## src/rtl/instr_fetch_unit.sv

```systemverilog
// Instruction fetch stage: PC, instruction memory request, one-entry IR buffer, jump/call/return redirect.
// Latency: fetch ack loads IR on the same edge; with zero-wait memory, one instruction every 2 cycles.
// Backpressure: IR is held while ir_valid_o=1 and ir_ready_i=0; no new request is issued until it is consumed.
//
// Ports:
//   clk_i, rst_i                  clock, synchronous active-high reset
//   inst_req_o/inst_addr_o        instruction memory read request and address (address = PC)
//   inst_ack_i/inst_dat_i         memory response, honoured only while a request is up
//   ir_o/ir_pc_o/ir_valid_o       buffered instruction and its fetch address to execute
//   ir_ready_i                    execute consumes the IR
//   jmp_i/call_i/ret_i/tgt_i      redirect pulses from execute (ret > call > jmp)
//   stack_ovf_o/stack_unf_o       sticky return-stack overflow / underflow flags
module instr_fetch_unit #(
  parameter int                 ADDR_W      = 12,
  parameter int                 INSTR_W     = 18,
  parameter int                 STACK_DEPTH = 8,
  parameter logic [ADDR_W-1:0]  RESET_PC    = '0
) (
  input  logic               clk_i,
  input  logic               rst_i,
  output logic               inst_req_o,
  output logic [ADDR_W-1:0]  inst_addr_o,
  input  logic               inst_ack_i,
  input  logic [INSTR_W-1:0] inst_dat_i,
  output logic [INSTR_W-1:0] ir_o,
  output logic [ADDR_W-1:0]  ir_pc_o,
  output logic               ir_valid_o,
  input  logic               ir_ready_i,
  input  logic               jmp_i,
  input  logic               call_i,
  input  logic               ret_i,
  input  logic [ADDR_W-1:0]  tgt_i,
  output logic               stack_ovf_o,
  output logic               stack_unf_o
);

  localparam int IDX_W = $clog2(STACK_DEPTH);
  // One extra bit so the pointer can represent a completely full stack.
  localparam int SP_W  = IDX_W + 1;
  localparam logic [SP_W-1:0] SP_FULL = SP_W'(STACK_DEPTH);

  typedef enum logic {FETCH, HOLD} state_t;

  state_t              state_q, state_d;
  logic [ADDR_W-1:0]   pc_q, pc_d;
  logic                req_q, req_d;
  logic                vld_q, vld_d;
  logic [INSTR_W-1:0]  ir_q, ir_d;
  logic [ADDR_W-1:0]   ir_pc_q, ir_pc_d;
  logic                ovf_q, ovf_d;
  logic                unf_q, unf_d;
  logic [SP_W-1:0]     sp_q, sp_d;
  logic [ADDR_W-1:0]   stack_q [STACK_DEPTH];
  logic [ADDR_W-1:0]   stack_d [STACK_DEPTH];

  logic            redirect;
  logic            ack_ok;
  logic [SP_W-1:0] sp_m1;

  always_comb begin
    state_d  = state_q;
    pc_d     = pc_q;
    req_d    = req_q;
    vld_d    = vld_q;
    ir_d     = ir_q;
    ir_pc_d  = ir_pc_q;
    ovf_d    = ovf_q;
    unf_d    = unf_q;
    sp_d     = sp_q;
    stack_d  = stack_q;
    sp_m1    = sp_q - SP_W'(1);
    redirect = ret_i | call_i | jmp_i;
    // An ack only counts against a request that is actually on the bus.
    ack_ok   = req_q & inst_ack_i & (state_q == FETCH);

    if (ret_i) begin
      if (sp_q == '0) begin
        unf_d = 1'b1;
        pc_d  = RESET_PC;
      end else begin
        pc_d = stack_q[sp_m1[IDX_W-1:0]];
        sp_d = sp_m1;
      end
    end else if (call_i) begin
      if (sp_q == SP_FULL) begin
        ovf_d = 1'b1;
      end else begin
        stack_d[sp_q[IDX_W-1:0]] = ir_pc_q + ADDR_W'(1);
        sp_d = sp_q + SP_W'(1);
      end
      pc_d = tgt_i;
    end else if (jmp_i) begin
      pc_d = tgt_i;
    end

    if (redirect) begin
      // Any same-cycle ack is dropped: neither IR nor PC increment happen.
      vld_d   = 1'b0;
      state_d = FETCH;
      req_d   = 1'b1;
    end else begin
      unique case (state_q)
        FETCH: begin
          if (ack_ok) begin
            ir_d    = inst_dat_i;
            ir_pc_d = pc_q;
            vld_d   = 1'b1;
            pc_d    = pc_q + ADDR_W'(1);
            state_d = HOLD;
            req_d   = 1'b0;
          end else begin
            req_d = 1'b1;
          end
        end
        HOLD: begin
          if (ir_ready_i) begin
            vld_d   = 1'b0;
            state_d = FETCH;
            req_d   = 1'b1;
          end else begin
            req_d = 1'b0;
          end
        end
        default: begin
          state_d = FETCH;
          req_d   = 1'b1;
        end
      endcase
    end
  end

  always_ff @(posedge clk_i) begin
    if (rst_i) begin
      state_q <= FETCH;
      pc_q    <= RESET_PC;
      req_q   <= 1'b0;
      vld_q   <= 1'b0;
      ir_q    <= '0;
      ir_pc_q <= '0;
      ovf_q   <= 1'b0;
      unf_q   <= 1'b0;
      sp_q    <= '0;
    end else begin
      state_q <= state_d;
      pc_q    <= pc_d;
      req_q   <= req_d;
      vld_q   <= vld_d;
      ir_q    <= ir_d;
      ir_pc_q <= ir_pc_d;
      ovf_q   <= ovf_d;
      unf_q   <= unf_d;
      sp_q    <= sp_d;
    end
  end

  // Stack contents need no reset: the pointer alone defines which entries are live.
  always_ff @(posedge clk_i) begin
    stack_q <= stack_d;
  end

  assign inst_req_o  = req_q;
  assign inst_addr_o = pc_q;
  assign ir_o        = ir_q;
  assign ir_pc_o     = ir_pc_q;
  assign ir_valid_o  = vld_q;
  assign stack_ovf_o = ovf_q;
  assign stack_unf_o = unf_q;

endmodule

```

## config.mk

```make
export PLATFORM = sky130hd
export DESIGN_NAME = instr_fetch_unit
export DESIGN_NICKNAME = d
export VERILOG_FILES = /design/src/rtl/instr_fetch_unit.sv
export SDC_FILE = /design/constraint.sdc
export NUM_CORES = 1
export LEC_CHECK = 0
export ABC_CLOCK_PERIOD_IN_PS = 4800
export BUFFER_PORTS_ARGS = -buffer_cell sky130_fd_sc_hd__buf_2
export CAP_MARGIN = 30
export CORE_ASPECT_RATIO = 0.9
export CORE_MARGIN = 2
export CORE_UTILIZATION = 59
export DETAILED_ROUTE_END_ITERATION = 8
export HOLD_SLACK_MARGIN = 0.1
export PLACE_DENSITY = 0.86
export SLEW_MARGIN = 20
export SYNTH_ARGS = -nofsm -noshare
export SYNTH_HDL_FRONTEND = slang
export SYNTH_SLANG_ARGS = --single-unit
```

## constraint.sdc

```tcl
create_clock -name clk_i -period 4.8 [get_ports clk_i]
set_input_delay 0 -clock clk_i [delete_from_list [all_inputs] [get_ports clk_i]]
set_output_delay 0 -clock clk_i [all_outputs]
set_load 0.01 [all_outputs]
```

# Word level (Yosys, flattened, before mapping)
# Cells that the tools add are included.
[word_totals]
mem_bits_ro = 0
ff_bits = 147
n_memories = 0
inputBits = 37
latch_bits = 0
mem_bits_rw = 0
[classes]
shifts = 0
add_sub_neg = 4
eq_ne = 5
mul = 0
bitwise = 10
n_lt_le_gt_ge = 3
div_mod_pow = 0
mux = 27
reduce_logical = 10
[ops]
columns = ["cell", "n"]
rows = [
  ["2-to-1 mux 12 bit", 10],
  ["bitwise mux 96 bit", 1],
  ["binary-select mux 12 bit (select 3 bit)", 1],
  ["demux 12 bit (select 3 bit)", 1],
  ["adder 12 x 1 -> 12 bit (second input constant)", 2],
  ["2-to-1 mux 4 bit", 4],
  ["AND reduction 3 bit", 4],
  [">= comparator 4 bit (second input constant)", 2],
  ["!= test 2 bit (second input constant)", 4],
  ["NOT 3 -> 4 bit", 2],
  ["2-to-1 mux 1 bit", 7],
  ["case mux 1 bit (2 select lines)", 3],
  ["adder 4 x 1 -> 4 bit (second input constant)", 1],
  ["equality test 4 bit (second input constant)", 1],
  ["zero test 4 bit", 1],
  ["less-than comparator 4 x 1 -> 1 bit (second input constant)", 1],
  ["NOT 1 bit", 4],
  ["AND reduction 2 bit", 2],
  ["subtractor 4 x 1 -> 4 bit (second input constant)", 1],
  ["AND 1 bit", 2],
  ["bitwise OR 1 bit", 2],
  ["nonzero test 2 bit", 1],
  ["OR reduction 2 bit", 1],
  ["logical AND 1 bit", 1],
]

# Longest topological paths before layout
# Gate-level depths: netlist of run 1.
[logic_depth]
word_depth = 10
depth_mapped = 9

# Worst setup path before layout of run 1
# No wires, ideal clock.
[synth_path]
path_type = "register to register"
from = "register sp_q[0]"
to = "register stack_q[72] in the netlist's numbering (enable)"
required_time_ns = 4.404
arrival_ns = 2.447
n_path_buf = 2
path_stages_with_launch = 9
setup_ns = 0.396
slack_ns = 1.957
cell_sequence = "dfxtp_1 -> buf_6 -> buf_4 -> inv_1 -> ha_1 -> and3b_1 -> nor3b_1 -> nand2_1 -> nor3_1"
[synth_between]
elab_chain_len = 3
[synth_lines]
columns = ["element", "line", "rtl"]
rows = [
  ["start, declared", "52", "logic [SP_W-1:0] sp_q, sp_d;"],
  ["start signal, assigned", "152", "sp_q <= sp_d;"],
  ["equality test 4 bit", "85", "if (sp_q == SP_FULL) begin"],
  ["NOT 1 bit (no line)", "-", ""],
  ["AND reduction 3 bit (no line)", "-", ""],
  ["end signal, assigned", "158", "stack_q <= stack_d;"],
  ["end, declared", "53", "logic [ADDR_W-1:0] stack_q [STACK_DEPTH];"],
]
# No other way between the ends.
# A chain may end at the register's enable or synchronous reset.

# Final worst setup path of run 1
[layout_path]
from = "register sp_q[0]"
to = "register pc_q[9], in the netlist inst_addr_o[9]"
[layout_between]
elab_chain_len = 10
[layout_lines]
columns = ["element", "line", "rtl"]
rows = [
  ["subtractor 4 x 1 -> 4 bit", "71", "sp_m1 = sp_q - SP_W'(1);"],
  ["NOT 3 -> 4 bit (implied by the code)", "81", "pc_d = stack_q[sp_m1[IDX_W-1:0]];"],
  ["binary-select mux 12 bit (select 3 bit)", "81", ""],
  ["2-to-1 mux 12 bit (implied by the code) (2 in a row)", "81", ""],
  ["2-to-1 mux 12 bit (*)", "77", "if (sp_q == '0) begin"],
  ["2-to-1 mux 12 bit (*)", "76", "if (ret_i) begin"],
  ["2-to-1 mux 12 bit", "104", "if (ack_ok) begin"],
  ["2-to-1 mux 12 bit", "102", "unique case (state_q)"],
  ["2-to-1 mux 12 bit (*)", "96", "if (redirect) begin"],
  ["end signal, assigned", "145", "pc_q <= pc_d;"],
  ["end, declared", "45", "logic [ADDR_W-1:0] pc_q, pc_d;"],
]
# Every way passes the cells marked *; elsewhere a longest branch is shown, timed or not. The select of a mux whose other input is x is not followed.

==> results of run 1 <==
metrics by stage:
stage	instances	utilization	cell area [um2]	setup slack (ps)	total power, uW
floorplan	459	-	6210	1960	2170
global placement	645	0.649	6650	1790	2350
detailed placement	647	0.650	6660	1600	2390
CTS	705	0.729	7470	1380	3640
global route	711	0.735	7530	1580	3810
finish	711	0.735	7530	1800	3660
sequential cells by signal, indices dropped and copies added (netlist names), 4 cells and up:
name / cells
stack_q: 96
ir_o: 18
inst_addr_o: 12
ir_pc_o: 12
sp_q: 4
layout make-up:
class	count	area, um2
Sequential cell	147	3900
Inverter	8	30.0
Fill cell	636	2710
Multi-Input combinational cell	275	2110
Clock inverter	15	124
Timing Repair Buffer	120	776
Clock buffer	17	425
Tap cell	129	161
metal layers:
metal / part of all wire / up-vias / GRT usage
met5: 0 / - / 0
met3: 0.087 / 28 / 0.0856
li1: - / 1963 / -
met2: 0.46 / 249 / 0.424
met1: 0.43 / 2123 / 0.376
met4: 0.018 / 0 / 0.0807
worst register-to-register path, delay by kind of cell, from the launching register on:
family | cells | cell delay (ps)
buffers and inverters | 4 | 1360
adders and majority gates | 1 | 450
muxes | 1 | 350
AOI/OAI and AO/OA | 2 | 430
DFF | 1 | 310
placed cells by master, fill, tap and decap left out, drive strengths merged, types with 7 or more instances in the layout:
cell	Yosys	routed
inv	7	13
dlygate4sd3	0	26
nor3	7	7
mux4	24	24
a21oi	41	41
and3	7	7
xnor2	17	17
clkinv	1	7
buf	12	93
edfxtp	96	96
xor2	8	8
a221oi	12	12
mux2	9	9
nor2	17	17
clkbuf	16	18
nand3	13	13
nand2	71	71
dfxtp	51	51
power breakdown:
group / total, uW / internal, uW / switching, uW
Clock: 1230 / 673 / 552
Sequential: 1570 / 1450 / 120
Combinational: 870 / 412 / 458
Total: 3660 / 2530 / 1130
path summary, 6_finish.rpt:
check	from	endpoint	slack [ps]
worst max-delay path	sp_q[0]	inst_addr_o[9]	1800
worst max register to register	sp_q[0]	inst_addr_o[9]	1800
worst min-delay path	tgt_i[4]	inst_addr_o[4]	140
worst min register to register	ir_o[2]	ir_o[2]	460
cell families after synthesis:
group | count (synthesis) | share of synthesized area
AO/OA/AOI/OAI | 76 | 0.0795
XOR/XNOR | 25 | 0.0352
adder cells (fa/ha/maj) | 4 | 0.00805
buffers and inverters | 37 | 0.0322
flip-flops | 147 | 0.628
multiplexers | 34 | 0.115
AND/OR/NAND/NOR | 136 | 0.102
==> flow_summary.json, run 1 <==
{
  "outcome": "finished, final reports clean",
  "crit_slowest_cell": "dlygate4sd3_1",
  "dr_total_vias": 4363,
  "setup_tns_ps": 0,
  "slew_headroom": 0.367,
  "cts_max_level": 4,
  "setup_viol": 0,
  "die-area_mm2": 0.0114,
  "endpoint_kind": "flip-flop",
  "hold_path_depth": 4,
  "finalCritPeriodShare": 0.625,
  "drc": 0,
  "ant_nets": 0,
  "worst-path-max-fanout": 30,
  "ctsHoldBuffers": 26,
  "first_pass_iters": 6,
  "clk_latency_ps": 420,
  "grt_max_degree": 53,
  "io_buffers": 82,
  "ys_types": 49,
  "ios": 83,
  "clkSinkCount": 147,
  "die_w_um": 112,
  "crit_required_ps": 5110,
  "drt_iter0_drc": 438,
  "worstSetupPathType": "flip-flop to flip-flop",
  "start_kind": "flip-flop",
  "synth_flop_cell": "edfxtp_1",
  "worst_slew_pin_slew_ps": 949,
  "cts_resized": 0,
  "root_buffer": "clkbuf_16",
  "chipHeight_um": 101,
  "overflow": 0,
  "hpwl_um": 9570,
  "crit_cells": 8,
  "rsz0062_at_grt": "false",
  "fin_skew_ps": 8.44,
  "synth-edff-count": 96,
  "period_needed_ps": 3000,
  "diodes": 0,
  "synth.most_common_cell": "edfxtp_1",
  "fmax_mhz": 333,
  "num_rows": 35,
  "holdWs_ps": 144,
  "drive_above_1_share": 0.259,
  "vias_per_cell": 6.14,
  "place_congestion": 0.853,
  "synth_cells": 459,
  "clkTransAtPathRegs_ps": 60,
  "min_path_type": "input port to flip-flop",
  "ctsLongestPathBuffers": 2,
  "synth_nets": 500,
  "syn_area_mm2": 0.00621,
  "ys_ff_latch": 147,
  "drv_cap": 0,
  "power_density_mw_per_mm2": 486,
  "area_delta_synth_final_pct": 21.2,
  "ys_top_cells_by_area": "edfxtp_1 (46%), dfxtp_1 (16%), mux4_1 (6.8%)",
  "yosysSeqAreaShare": 0.628,
  "grt_pass1_vias": 4175,
  "irDropWorstVdd_v": 0.000298,
  "synth-async-reset-ratio": 0,
  "grt_usage": 0.272,
  "cts_buffers": 17,
  "ys_warn_count": 0,
  "crit_family": "buffers and inverters",
  "ys_top_cells_by_count": "edfxtp_1 (96), nand2_1 (71), dfxtp_1 (51)",
  "final_hold_viol_count": 0,
  "critical_path.cell_chain": "buf_4, inv_1, ha_1, buf_8, mux4_2, a221oi_1, a21oi_1, dlygate4sd3_1",
  "grt_pass1_wl_um": 23100,
  "start_util": 0.606,
  "cts_tree": "yes",
  "synth_top_cell_area_share": 0.464,
  "syn_avg_cell_area_um2": 13.5,
  "drt-wirelength-per-cell_um": 21.0,
  "cts_setup_buffers": 0,
  "nets": 610,
  "reg2reg_depth": 8,
  "path_buf_inv": 4,
  "yosysTopAreaCell": "edfxtp_1",
  "max_stage_delay_ps": 550,
  "maxSlewViolCount": 0,
  "drt-total-wl_um": 14900,
  "grt_antenna_before_repair": 0,
  "cp.arrival_ps": 3310,
  "p_leak_uw": 0.00281,
  "core_mm2": 0.0102
}
(Power assumes the default switching activity.)
==> inputs of run 2 (changes only) <==
--- a/config.mk
+++ b/config.mk
@@ -5,15 +5,15 @@
 export SDC_FILE = /design/constraint.sdc
 export NUM_CORES = 1
 export LEC_CHECK = 0
-export ABC_CLOCK_PERIOD_IN_PS = 4800
+export ABC_CLOCK_PERIOD_IN_PS = 2700
 export BUFFER_PORTS_ARGS = -buffer_cell sky130_fd_sc_hd__buf_2
 export CAP_MARGIN = 30
 export CORE_ASPECT_RATIO = 0.9
 export CORE_MARGIN = 2
-export CORE_UTILIZATION = 59
+export CORE_UTILIZATION = 52
 export DETAILED_ROUTE_END_ITERATION = 8
 export HOLD_SLACK_MARGIN = 0.1
-export PLACE_DENSITY = 0.86
+export PLACE_DENSITY = 0.81
 export SLEW_MARGIN = 20
 export SYNTH_ARGS = -nofsm -noshare
 export SYNTH_HDL_FRONTEND = slang
==> constraint.sdc (replaced) <==
create_clock -name clk_i -period 2.7 [get_ports clk_i]
set_input_delay 0 -clock clk_i [delete_from_list [all_inputs] [get_ports clk_i]]
set_output_delay 0 -clock clk_i [all_outputs]
set_load 0.01 [all_outputs]
==> flow_summary.json, run 2 (synthesis results as in run 1) <==
{
  "p_leak_uw": 0.00285,
  "num_rows": 37,
  "clkSinkCount": 147,
  "drive_above_1_share": 0.267,
  "core_mm2": 0.0115,
  "place_inst": 683,
  "dr_total_vias": 4374,
  "die-area_mm2": 0.0128,
  "power_density_mw_per_mm2": 884,
  "io_buffers": 82,
  "overflow": 0,
  "layout.cells.non_filler": 740,
  "reg2reg_depth": 6,
  "grt_pass1_vias": 4308,
  "clkTransAtPathRegs_ps": 60,
  "irDropWorstVdd_v": 0.000518,
  "slew_headroom": 0.356,
  "root_buffer": "clkbuf_16",
  "fin_util": 0.664,
  "diodes": 0,
  "largest_register_ffs": 96,
  "clk_latency_ps": 420,
  "outcome": "finished, final reports clean",
  "min_path_type": "input port to flip-flop",
  "drt_iter0_drc": 498,
  "ctsLongestPathBuffers": 2,
  "drt-wirelength-per-cell_um": 20.2,
  "maxSlewViolCount": 0,
  "finalCritPeriodShare": 0.890,
  "start_util": 0.539,
  "period_needed_ps": 2400,
  "drv_cap": 0,
  "cts_max_level": 4,
  "die_w_um": 119,
  "worstSetupPathType": "flip-flop to flip-flop",
  "setup_viol": 0,
  "place_congestion": 0.800,
  "cts_setup_buffers": 0,
  "chipHeight_um": 108,
  "total_power_uw": 6760,
  "grt_max_degree": 52,
  "grt_usage": 0.243,
  "ant_nets": 0,
  "fmax_mhz": 416,
  "final_hold_viol_count": 0,
  "final_common_cell": "edfxtp_1",
  "place_area_mm2": 0.00679,
  "endpoint_kind": "flip-flop",
  "setup_tns_ps": 0,
  "crit_required_ps": 2950,
  "drt-total-wl_um": 14900,
  "worst_slew_pin_slew_ps": 965,
  "rsz0062_at_grt": "false",
  "regMostFlops": "stack_q",
  "layout_common_cells": "edfxtp_1 (96), buf_2 (82), nand2_1 (71), dfxtp_1 (51), a21oi_1 (41)",
  "cp.arrival_ps": 2650,
  "cts_buffers": 17,
  "start_kind": "flip-flop",
  "area_delta_synth_final_pct": 23.1,
  "grt_antenna_before_repair": 0,
  "nets": 612,
  "fin_skew_ps": 11.7,
  "vias_per_cell": 5.91,
  "worst-path-max-fanout": 20,
  "drc": 0,
  "cts_tree": "yes",
  "first_pass_iters": 5,
  "ios": 83,
  "hold_path_depth": 4,
  "design_area_mm2": 0.00765,
  "hpwl_um": 9220,
  "grt_pass1_wl_um": 23200
}
[run 2: path summary, 6_finish.rpt]
check / from / to / slack [ps]
worst max register to register: sp_q[1] / inst_addr_o[11] / 300
worst min-delay path: inst_ack_i / state_q / 120
worst min register to register: ir_o[2] / ir_o[2] / 450
worst max-delay path: sp_q[1] / inst_addr_o[11] / 300
[run 2: area by class of cell]
cell class,count,area (um2)
Tap cell,156,195
Inverter,8,30.0
Sequential cell,147,3900
Clock inverter,15,191
Clock buffer,17,425
Multi-Input combinational cell,275,2120
Timing Repair Buffer,122,786
Fill cell,746,3870
[run 2: repair_timing]
item,in CTS,in global routing
resized for setup,0,0
endpoints found under the hold margin,23,0
hold buffers,25,0
[run 2: power by group]
part / internal, uW / leakage (uW) / switching, uW
clock network: 1480 / 0.000298 / 946
logic: 721 / 0.00121 / 844
registers: 2570 / 0.00135 / 205
total: 4770 / 0.00285 / 1990
[run 2: layer usage]
metal | vias to the layer above | track usage | part of all wire
li1 | 1975 | - | -
met1 | 2119 | 0.322 | 0.41
met2 | 258 | 0.392 | 0.48
met3 | 22 | 0.0625 | 0.10
met4 | 0 | 0.0833 | 0.012
met5 | - | 0 | 0
[run 2: critical path, cell delays in order, from the launching register on]
cell,delay (ps)
dfxtp_1,500
inv_1,110
ha_1,430
buf_4,350
mux4_1,330
a2111oi_0,420
a211oi_1,90
[run 2: metrics by stage]
step	setup slack, ps	hold slack [ps]
after CTS	297	116
after global routing	129	160
after detailed placement	330	250
after floorplan	175	136
final	297	120
after global placement	402	245
==> inputs of run 3 (changes only) <==
--- a/config.mk
+++ b/config.mk
@@ -5,15 +5,15 @@
 export SDC_FILE = /design/constraint.sdc
 export NUM_CORES = 1
 export LEC_CHECK = 0
-export ABC_CLOCK_PERIOD_IN_PS = 2700
+export ABC_CLOCK_PERIOD_IN_PS = 2300
 export BUFFER_PORTS_ARGS = -buffer_cell sky130_fd_sc_hd__buf_2
 export CAP_MARGIN = 30
 export CORE_ASPECT_RATIO = 0.9
 export CORE_MARGIN = 2
-export CORE_UTILIZATION = 52
+export CORE_UTILIZATION = 57
 export DETAILED_ROUTE_END_ITERATION = 8
 export HOLD_SLACK_MARGIN = 0.1
-export PLACE_DENSITY = 0.81
+export PLACE_DENSITY = 0.84
 export SLEW_MARGIN = 20
 export SYNTH_ARGS = -nofsm -noshare
 export SYNTH_HDL_FRONTEND = slang
==> constraint.sdc (replaced) <==
create_clock -name clk_i -period 2.3 [get_ports clk_i]
set_input_delay 0 -clock clk_i [delete_from_list [all_inputs] [get_ports clk_i]]
set_output_delay 0 -clock clk_i [all_outputs]
set_load 0.01 [all_outputs]
==> flow_summary.json, run 3 (synthesis results as in run 1) <==
{
  "outcome": "finished, final reports clean",
  "timing.rr.end": "inst_addr_o[11]",
  "setup_tns_ps": 0,
  "power_density_mw_per_mm2": 1030,
  "num_rows": 36,
  "largest_register_ffs": 96,
  "final_common_cell": "edfxtp_1",
  "irDropWorstVdd_v": 0.000843,
  "drc": 0,
  "fin_util": 0.723,
  "worst-path-max-fanout": 8,
  "p_leak_uw": 0.00292,
  "drt-wirelength-per-cell_um": 21.1,
  "chipHeight_um": 103,
  "fin_skew_ps": 8.44,
  "grt_max_degree": 38,
  "layout_common_cells": "edfxtp_1 (96), buf_2 (82), nand2_1 (71), dfxtp_1 (51), a21oi_1 (41)",
  "clkTransAtPathRegs_ps": 60,
  "area_delta_synth_final_pct": 24.6,
  "cts_tree": "yes",
  "route.met3.wl_um": 1570,
  "core_mm2": 0.0107,
  "layout.cells.non_filler": 727,
  "first_pass_iters": 5,
  "cts_max_level": 4,
  "io_buffers": 82,
  "ant_nets": 0,
  "place_area_mm2": 0.00685,
  "wl_met2_um": 7440,
  "start_kind": "flip-flop",
  "min_to": "inst_addr_o[3]",
  "vias_per_cell": 6.10,
  "total_power_uw": 7970,
  "hpwl_um": 9680,
  "multi_input_area_mm2": 0.00216,
  "fillCellCount": 650,
  "met1_length_um": 6080,
  "worstReg2RegStart": "sp_q[0]",
  "place_congestion": 0.857,
  "maxSlewViolCount": 0,
  "setup_viol": 0,
  "clk_latency_ps": 410,
  "finalCritPeriodShare": 0.948,
  "clkSinkCount": 147,
  "worstSetupPathType": "flip-flop to flip-flop",
  "ctsLongestPathBuffers": 2,
  "grt_pass1_wl_um": 23200,
  "start_util": 0.580,
  "min_path_type": "input port to flip-flop",
  "nets": 623,
  "ios": 83,
  "grt_pass1_vias": 4324,
  "drv_cap": 0,
  "rsz0062_at_grt": "false",
  "final_hold_viol_count": 0,
  "hold_start": "tgt_i[3]",
  "fmax_mhz": 459,
  "drt_iter0_drc": 353,
  "hold_path_depth": 4,
  "overflow": 0,
  "cts_buffers": 17,
  "grt_usage": 0.270,
  "regMostFlops": "stack_q",
  "root_buffer": "clkbuf_16",
  "crit_required_ps": 2570,
  "endpoint_kind": "flip-flop",
  "design_area_mm2": 0.00775,
  "routed.top_layer": "met4",
  "die_w_um": 114,
  "period_needed_ps": 2180,
  "slew_headroom": 0.526,
  "cp.arrival_ps": 2450,
  "worst_slew_pin_slew_ps": 706,
  "regArea_mm2": 0.00390,
  "dr_total_vias": 4433,
  "diodes": 0,
  "reg2reg_depth": 6,
  "grt_antenna_before_repair": 0,
  "die-area_mm2": 0.0118,
  "place_inst": 668,
  "drive_above_1_share": 0.288,
  "r2r_slack_ps": 120,
  "drt-total-wl_um": 15300
}
## run 3: cell count changes in the layout (fill, tap and decap cells not counted), sizes merged, moves of 3 or more
cell and change:
inv -7, bufinv -3, buf +8, dlygate4sd3 +3, clkbuf +9
## run 3: per-layer routing
metal	track usage	vias to the layer above
met5	0	-
met4	0.0863	0
met3	0.0805	32
met2	0.456	253
met1	0.340	2151
li1	-	1997
## run 3: metrics by stage
step | hold WS, ps | setup slack (ps)
final | 121 | 120
after global routing | 118 | 18.7
after CTS | 113 | 55.9
after detailed placement | 248 | 68.1
after global placement | 242 | 147
after floorplan | 136 | -17.2
## run 3: worst max path at each step
stage | from | to | slack, ps | cells after the start
CTS | sp_q[0] | inst_addr_o[11] | 60 | 6
detailed placement | sp_q[0] | inst_addr_o[11] | 70 | 6
finish | sp_q[0] | inst_addr_o[11] | 120 | 6
global route | sp_q[0] | inst_addr_o[0] | 20 | 6
global placement | sp_q[0] | inst_addr_o[0] | 150 | 6
floorplan | sp_q[0] | stack_q[72] | -20 | 8
## run 3: cell type report
class	instances	area share
flip-flops and latches	147	0.504
multi-input cells	275	0.279
repair buffers	133	0.113
clock buffers	26	0.0749
well taps	133	0.0215
clock inverters	5	0.00404
inverters	8	0.00388
## run 3: power by group
part           internal [uW]  switching (uW)
sequential              3020             199
combinational            920            1060
clock                   1740            1030
total                   5680            2290
## run 3: critical path, cell delays in order, from the launching register on
cell and delay [ps]:
dfxtp_1 380, inv_1 90, ha_2 450, mux4_1 360, and3_1 200, a2111oi_0 440, a211oi_1 100
## run 3: timing repair
| action | CTS | global route |
|---|---|---|
| hold endpoints to repair | 27 | 0 |
| setup buffers | 0 | 0 |
| resized for setup | 0 | 2 |
| hold buffers | 28 | 0 |
| setup endpoints to repair | 0 | 4 |
